File: src/rtl/aes_round_iter.sv
// Iterative AES encryption core: one cipher round per clock on a registered 128-bit state.
// Round keys are looked up externally via round_key_idx; MixColumns is skipped in the last round.
module aes_round_iter #(
    parameter int NK__KEY_LENGTH           = 8,
    parameter int NB__BLOCK_LENGTH_IN_TEXT = 4,
    localparam int NR__ROUNDS              = NK__KEY_LENGTH + 6
) (
    input  logic         clk,
    input  logic         rst,
    input  logic         in_valid,
    output logic         in_ready,
    input  logic [127:0] in_block,
    output logic [3:0]   round_key_idx,
    input  logic [127:0] round_key,
    output logic         out_valid,
    input  logic         out_ready,
    output logic [127:0] out_block,
    output logic [3:0]   round_number_out
);

    localparam logic [3:0] LAST_RND = 4'(NR__ROUNDS);

    localparam logic [2047:0] SBOX = {
        128'h637c777bf26b6fc53001672bfed7ab76, 128'hca82c97dfa5947f0add4a2af9ca472c0,
        128'hb7fd9326363ff7cc34a5e5f171d83115, 128'h04c723c31896059a071280e2eb27b275,
        128'h09832c1a1b6e5aa0523bd6b329e32f84, 128'h53d100ed20fcb15b6acbbe394a4c58cf,
        128'hd0efaafb434d338545f9027f503c9fa8, 128'h51a3408f929d38f5bcb6da2110fff3d2,
        128'hcd0c13ec5f974417c4a77e3d645d1973, 128'h60814fdc222a908846eeb814de5e0bdb,
        128'he0323a0a4906245cc2d3ac629195e479, 128'he7c8376d8dd54ea96c56f4ea657aae08,
        128'hba78252e1ca6b4c6e8dd741f4bbd8b8a, 128'h703eb5664803f60e613557b986c11d9e,
        128'he1f8981169d98e949b1e87e9ce5528df, 128'h8ca1890dbfe6426841992d0fb054bb16
    };

    if (!(NK__KEY_LENGTH == 4 || NK__KEY_LENGTH == 6 || NK__KEY_LENGTH == 8) ||
        NB__BLOCK_LENGTH_IN_TEXT != 4) begin : g_param_check
        $error("aes_round_iter: NK must be 4/6/8 and NB must be 4");
    end

    // Byte 0 of the table sits in the top bits, so the offset of entry x is (255-x)*8 = {~x,3'b0}.
    function automatic logic [7:0] sbox(input logic [7:0] x);
        return SBOX[{~x, 3'b000} +: 8];
    endfunction

    function automatic logic [7:0] xtime(input logic [7:0] b);
        return {b[6:0], 1'b0} ^ (b[7] ? 8'h1b : 8'h00);
    endfunction

    function automatic logic [127:0] sub_shift(input logic [127:0] s);
        logic [127:0] r;
        r = '0;
        for (int unsigned c = 0; c < 4; c++) begin
            for (int unsigned row = 0; row < 4; row++) begin
                r[8*(15-(4*c+row)) +: 8] = sbox(s[8*(15-(4*((c+row)%4)+row)) +: 8]);
            end
        end
        return r;
    endfunction

    function automatic logic [127:0] mix_columns(input logic [127:0] s);
        logic [127:0] r;
        logic [31:0]  col;
        logic [7:0]   a0, a1, a2, a3;
        r = '0;
        for (int unsigned c = 0; c < 4; c++) begin
            col = s[32*(3-c) +: 32];
            a0  = col[31:24];
            a1  = col[23:16];
            a2  = col[15:8];
            a3  = col[7:0];
            r[32*(3-c) +: 32] = {xtime(a0) ^ xtime(a1) ^ a1 ^ a2 ^ a3,
                                 a0 ^ xtime(a1) ^ xtime(a2) ^ a2 ^ a3,
                                 a0 ^ a1 ^ xtime(a2) ^ xtime(a3) ^ a3,
                                 xtime(a0) ^ a0 ^ a1 ^ a2 ^ xtime(a3)};
        end
        return r;
    endfunction

    typedef enum logic [1:0] {
        S_IDLE,
        S_RUN,
        S_DONE
    } fsm_e;

    fsm_e         fsm_q, fsm_d;
    logic [3:0]   rnd_q, rnd_d;
    logic [127:0] data_q, data_d;
    logic [127:0] out_q, out_d;
    logic [127:0] ss;

    always_comb begin
        fsm_d         = fsm_q;
        rnd_d         = rnd_q;
        data_d        = data_q;
        out_d         = out_q;
        in_ready      = 1'b0;
        round_key_idx = '0;
        ss            = sub_shift(data_q);
        case (fsm_q)
            S_IDLE: begin
                in_ready = !rst;
                if (in_valid) begin
                    data_d = in_block ^ round_key;
                    rnd_d  = 4'd1;
                    fsm_d  = S_RUN;
                end
            end
            S_RUN: begin
                round_key_idx = rnd_q;
                if (rnd_q == LAST_RND) begin
                    out_d = ss ^ round_key;
                    fsm_d = S_DONE;
                end else begin
                    data_d = mix_columns(ss) ^ round_key;
                    rnd_d  = rnd_q + 4'd1;
                end
            end
            S_DONE: begin
                if (out_ready) begin
                    rnd_d = '0;
                    fsm_d = S_IDLE;
                end
            end
            default: fsm_d = S_IDLE;
        endcase
    end

    always_ff @(posedge clk) begin
        if (rst) begin
            fsm_q  <= S_IDLE;
            rnd_q  <= '0;
            data_q <= '0;
            out_q  <= '0;
        end else begin
            fsm_q  <= fsm_d;
            rnd_q  <= rnd_d;
            data_q <= data_d;
            out_q  <= out_d;
        end
    end

    assign out_valid        = (fsm_q == S_DONE);
    assign out_block        = out_q;
    assign round_number_out = rnd_q;

endmodule
File: config.mk
export PLATFORM = sky130hd
export DESIGN_NAME = aes_round_iter
export DESIGN_NICKNAME = d
export VERILOG_FILES = /design/src/rtl/aes_round_iter.sv
export SDC_FILE = /design/constraint.sdc
export NUM_CORES = 2
export LEC_CHECK = 0
export ABC_CLOCK_PERIOD_IN_PS = 9800
export CORE_UTILIZATION = 24
export CTS_BUF_LIST = sky130_fd_sc_hd__clkbuf_8
export DETAILED_ROUTE_END_ITERATION = 8
export GPL_ROUTABILITY_DRIVEN = 0
export HOLD_SLACK_MARGIN = 0.12
export PLACE_DENSITY = 0.37
export SLEW_MARGIN = 20
export SYNTH_ARGS = -nofsm -noshare
export SYNTH_HDL_FRONTEND = slang
export SYNTH_SLANG_ARGS = --single-unit
File: constraint.sdc
create_clock -name clk -period 9.8 [get_ports clk]
set_input_delay 0.98 -clock clk [delete_from_list [all_inputs] [get_ports clk]]
set_output_delay 0.98 -clock clk [all_outputs]
set_load 0.02 [all_outputs]
# Yosys cells after proc, flatten, opt, wreduce, memory -nomap -nowiden
# Cells that the tools add are included.
[totals]
reg_bits = 262
out_inout_bits = 138
inputBits = 260
word_cells = 164
[classes]
mux = 29
shifts = 16
reduce_logical = 8
n_addsub = 1
eq_ne = 7
bitwise_logic = 99
[ops]
columns = ["operator", "n"]
rows = [
  ["$shiftx 2048x12->8 const A", 16],
  ["$xor 8x8->8", 64],
  ["$xor 128x128->128", 3],
  ["$mux 128", 2],
  ["$pmux 128 s2", 1],
  ["$not 8->8", 16],
  ["$xor 8x5->8", 16],
  ["$mux 5", 16],
  ["$mux 4", 4],
  ["$pmux 4 s3", 1],
  ["$mux 2", 3],
  ["$ne 2x2->1 const B", 3],
  ["$pmux 2 s3", 1],
  ["$reduce_and 3->1", 2],
  ["$add 4x1->4 const B", 1],
  ["$eq 4x4->1 const B", 1],
  ["$reduce_and 4->1", 1],
  ["$reduce_bool 3->1", 1],
  ["$eq 2x1->1 const B", 1],
  ["$eq 2x2->1 const B", 1],
  ["$logic_not 2->1", 1],
  ["$ne 2x1->1 const B", 1],
  ["$reduce_and 2->1", 1],
  ["$reduce_bool 2->1", 1],
  ["2 further kinds", 2],
]

# Longest topological paths before layout
[logic_depth]
depth_word = 11
mapped_depth = 18
ltp_nobuf = 14

# Least setup slack after synthesis
# Ideal clock, no wire load.
[synth_path]
path_kind = "reg-to-reg"
start = "register data_q[17]"
end = "register data_q[39]"
setup_time_ns = 0.114
path_buffers = 4
setup_slack_ns = 5.258
synth_period_minus_slack_ns = 4.542
arrival_time_ns = 4.427
required_time_ns = 9.686
stages_incl_launch_ff = 16
path_cell_list = "dfxtp_1 -> buf_2 -> clkbuf_1 -> buf_1 -> inv_1 -> ha_1 -> or2_2 -> clkbuf_1 -> a31o_2 -> mux4_2 -> mux4_2 -> xnor2_2 -> xnor3_1 -> xnor2_1 -> nor2_1 -> a2111oi_0"
[synth_between]
elab_chain_len = 8
[synth_rtl]
columns = ["element", "line", "text"]
rows = [
  ["from (decl)", "86", "logic [127:0] data_q, data_d;"],
  ["from (signal assigned)", "136", "data_q <= data_d;"],
  ["$not 8->8", "41", "return SBOX[{~x, 3'b000} +: 8];"],
  ["$shiftx 2048x12->8", "41", ""],
  ["$xor 8x8->8 (3 in series)", "73", "xtime(a0) ^ a0 ^ a1 ^ a2 ^ xtime(a3)};"],
  ["$xor 128x128->128", "113", "data_d = mix_columns(ss) ^ round_key;"],
  ["$mux 128", "109", "if (rnd_q == LAST_RND) begin"],
  ["$pmux 128 s2", "98", "case (fsm_q)"],
]
# No other way between the ends. The select of a mux whose other input is x is not followed.
# A chain may end at the register's enable or synchronous reset.

# Worst setup path in the final report
[layout_path]
start = "register data_q[104]"
end = "register data_q[40]"
[layout_between]
elab_chain_len = 10
[layout_rtl]
columns = ["element", "line", "text"]
rows = [
  ["$not 8->8", "41", ""],
  ["$shiftx 2048x12->8", "41", ""],
  ["$mux 5", "45", "return {b[6:0], 1'b0} ^ (b[7] ? 8'h1b : 8'h00);"],
  ["$xor 8x5->8", "45", ""],
  ["$xor 8x8->8 (3 in series)", "72", "a0 ^ a1 ^ xtime(a2) ^ xtime(a3) ^ a3,"],
  ["$xor 128x128->128", "113", ""],
  ["$mux 128", "109", ""],
  ["$pmux 128 s2", "98", ""],
]
# No other way between the ends. The select of a mux whose other input is x is not followed.

==> results.txt <==
Reg-to-reg slack, setup: 3.65 ns
Via Count: 90,750
Critical Path End: data_q[40]
Setup-failing EPs final: 0
Critical-path cell list: buf_4 -> inv_1 -> ha_1 -> nor2_1 -> nor2_1 -> o221ai_1 -> o311ai_0 -> a21boi_0 -> o32ai_2 -> xor2_1 -> xnor3_1 -> nor2_1 -> a2111oi_0
Total die area: 307,300 um^2
Io pins: 398
Clock root buffer: clkbuf_8
Clock Latency Late Sink: 0.84 ns
TNS Setup: 0 ns
WL final: 449,400 um
Synth warn: 0
MaxCap Viol Count: 0
Final worst slack: 3.646 ns
Final Hold Viols: 0
RSZ-0062 raised after global routing: false
Total gr overflow: 0
Max Fclk: 0.1625 GHz
Worst setup EP type: flop
CTS Hold Bufs: 0
Critical Path Source: data_q[104]
Unique masters post-synth: 118
WL per Instance: 31.65 um
CP dominant cell by count: nor2_1
Clock buffer count from CTS: 68
Dpl cells: 14,050
Hpwl dp: 323,000 um
Post-CTS Setup Bufs: 0
# DRC: 8
Worst EP required: 10.39 ns
Setup CP Type: reg -> reg
Initial antenna violation count: 31
Clock slew at reported path FFs: 0.07 ns
Routed vias/inst: 6.392
Worst r2r src: data_q[104]
Headroom to the max-slew limit: 0.1212
Largest stage delay, worst path: 0.83 ns
Crit path DAT: 6.75 ns
Status: finished, violations left
Bufs on Longest Clock Path: 3
# fillers: 33,570
Worst-Margin Slew: 1.309 ns
Critical-path cell with the highest stage delay: o32ai_2
Final setup skew: 0.08359 ns
Cell count after synthesis: 10,700
Critical path buffer and inverter count: 2
First-pass GRT wire length: 638,200 um
Drt pass-1 iters: 9
Detailed router's first-iteration violation count: 15,790
Starting Density: 0.2416
Synthesized Nets: 11,200
Dominant synthesized flop cell: dfxtp_1
PortBufs: 397
HP Class: reg -> reg
Min-delay src: out_block[67]
Crit path max-delay family: compound AO/OA/AOI/OAI gates
Clock period minus worst slack: 6.154 ns
Row count: 202
EDFF count, synth: 0
Async set or reset register ratio after synthesis: 0
Largest net degree at the start of global routing: 180
TritonCTS clock tree: built
Syn avg cell area: 6.842 um^2
CORE AREA: 303,000 um^2
Slew Limit Fails: 0
H-tree level count: 3
Width of the die: 554.4 um
Share of cells above drive strength 1: 0.08570
Util after Layout: 0.2648
Vias in the first global route: 83,530
Fin cells: 14,200
Clk sink count: 262
Violated checks: design-rule violations
Worst-path fanout max: 28
#FFs+latches synth: 262
DRT antenna net count: 0
Synth Cell Area: 73,220 um^2
Startpoint types: flop
PostCTS Resize Cnt: 0
Reg2reg end: data_q[40]
GRT Util Overall: 0.2759
Die height: 554.4 um
Register area share after synthesis: 0.07163
R2R cell count: 13
Fin nets: 10,650
Crit share post-route: 0.6280
CP Depth: 13
Area grow syn2layout: 9.577%
Place WS: 3.925 ns
## state kept, by name, indices dropped and copies added (netlist names)
name,cells
data_q,128
fsm_q,2
out_block,128
round_number_out,4
## synthesized netlist by cell type, types with 76 or more instances
cell	instances	area (um^2)
a211o_1	78	683.2
a211oi_1	261	1959
a21oi_1	941	4710
a221oi_1	111	972.2
a311oi_1	170	1489
a31oi_1	216	1351
and2_1	99	619.3
buf_1	112	420.4
buf_2	384	1922
clkbuf_1	698	2620
dfxtp_1	262	5245
ha_1	242	3028
inv_1	145	544.3
mux2i_1	124	1241
mux4_2	195	4392
nand2_1	871	3269
nand2b_1	368	2302
nand3_1	276	1381
nor2_1	760	2853
nor2b_1	321	2008
nor3_1	391	1957
o211ai_1	189	1419
o21ai_0	792	3964
o221ai_1	76	665.6
o22ai_1	85	531.8
o311ai_0	137	1200
o31ai_1	113	848.3
or2_2	100	625.6
xnor2_1	500	4379
xor2_1	251	2198
## worst min-delay path by stage
stage | depth (start not counted) | slack (ns) | to
after CTS | 2 | 0.46 | out_block[78]
after global placement | 2 | 0.44 | out_block[77]
after detailed placement | 2 | 0.45 | out_block[78]
final | 2 | 0.45 | out_block[67]
after floorplan | 2 | 0.50 | fsm_q[1]
after global routing | 2 | 0.47 | out_block[40]
## through the flow
step / area [um^2] / hold slack, ns
after floorplan: 73220 / 0.4998
after global placement: 78710 / 0.4417
after detailed placement: 78750 / 0.4460
after CTS: 80160 / 0.4552
after global routing: 80220 / 0.4721
final: 80240 / 0.4526
## tightest hold or removal path, cell delays in order (launching register included)
cell	delay (ns)
dfxtp_1	0.31
nand2_1	0.05
a21oi_1	0.05
## cells by family (layout without fill, tap and decap cells)
family                     Yosys count  count (layout)  share of synthesized area
buffers and inverters             1458             954                    0.08578
DFF                                262             262                    0.07163
AOI/OAI and AO/OA                 3971            3971                     0.3694
other                                0              21                          0
adders and majority gates          249             249                    0.04231
muxes                              358             358                    0.08296
and+or+nand+nor                   3611            3611                     0.2454
xor gates and xnor gates           793             793                     0.1025
## routing by layer
metal / up-vias / track usage / share of wire / routed length (um)
li1: 39100 / - / - / -
met1: 44190 / 0.3654 / 0.40 / 181500
met2: 6381 / 0.4242 / 0.43 / 194700
met3: 1067 / 0.04854 / 0.099 / 44690
met4: 22 / 0.1455 / 0.063 / 28410
met5: - / 0 / 0.00031 / 139
## cell type report
class / instances / area, um^2 / share of cell area
Multi-Input combinational cell: 8982 / 61830 / 0.7706
Tap cell: 3978 / 4977 / 0.06203
Sequential cell: 262 / 5400 / 0.06730
Timing Repair Buffer: 643 / 5851 / 0.07292
Clock buffer: 85 / 1170 / 0.01458
Antenna cell: 21 / 52.55 / 0.0006549
Clock inverter: 36 / 245.2 / 0.003056
Inverter: 190 / 713.2 / 0.008888
## cell usage in the layout, fill, tap and decap left out, types with 122 or more instances in the layout
cell type / netlist / routed
xnor2_1: 500 / 500
nor2b_1: 321 / 321
mux4_2: 195 / 195
a31oi_1: 216 / 216
o21ai_0: 792 / 792
a21oi_1: 941 / 941
a311oi_1: 170 / 168
clkdlybuf4s50_1: 0 / 396
xor2_1: 251 / 251
nand2_1: 871 / 869
a211oi_1: 261 / 260
ha_1: 242 / 241
nor2_1: 760 / 756
nand3_1: 276 / 276
o211ai_1: 189 / 189
mux2i_1: 124 / 122
inv_1: 145 / 165
nand2b_1: 368 / 367
buf_4: 59 / 242
dfxtp_1: 262 / 202
o311ai_0: 137 / 137
nor3_1: 391 / 388
Power is left out: the tool's default activity adds up to more than one toggle a clock period on the data nets, which glitch-free logic cannot reach.
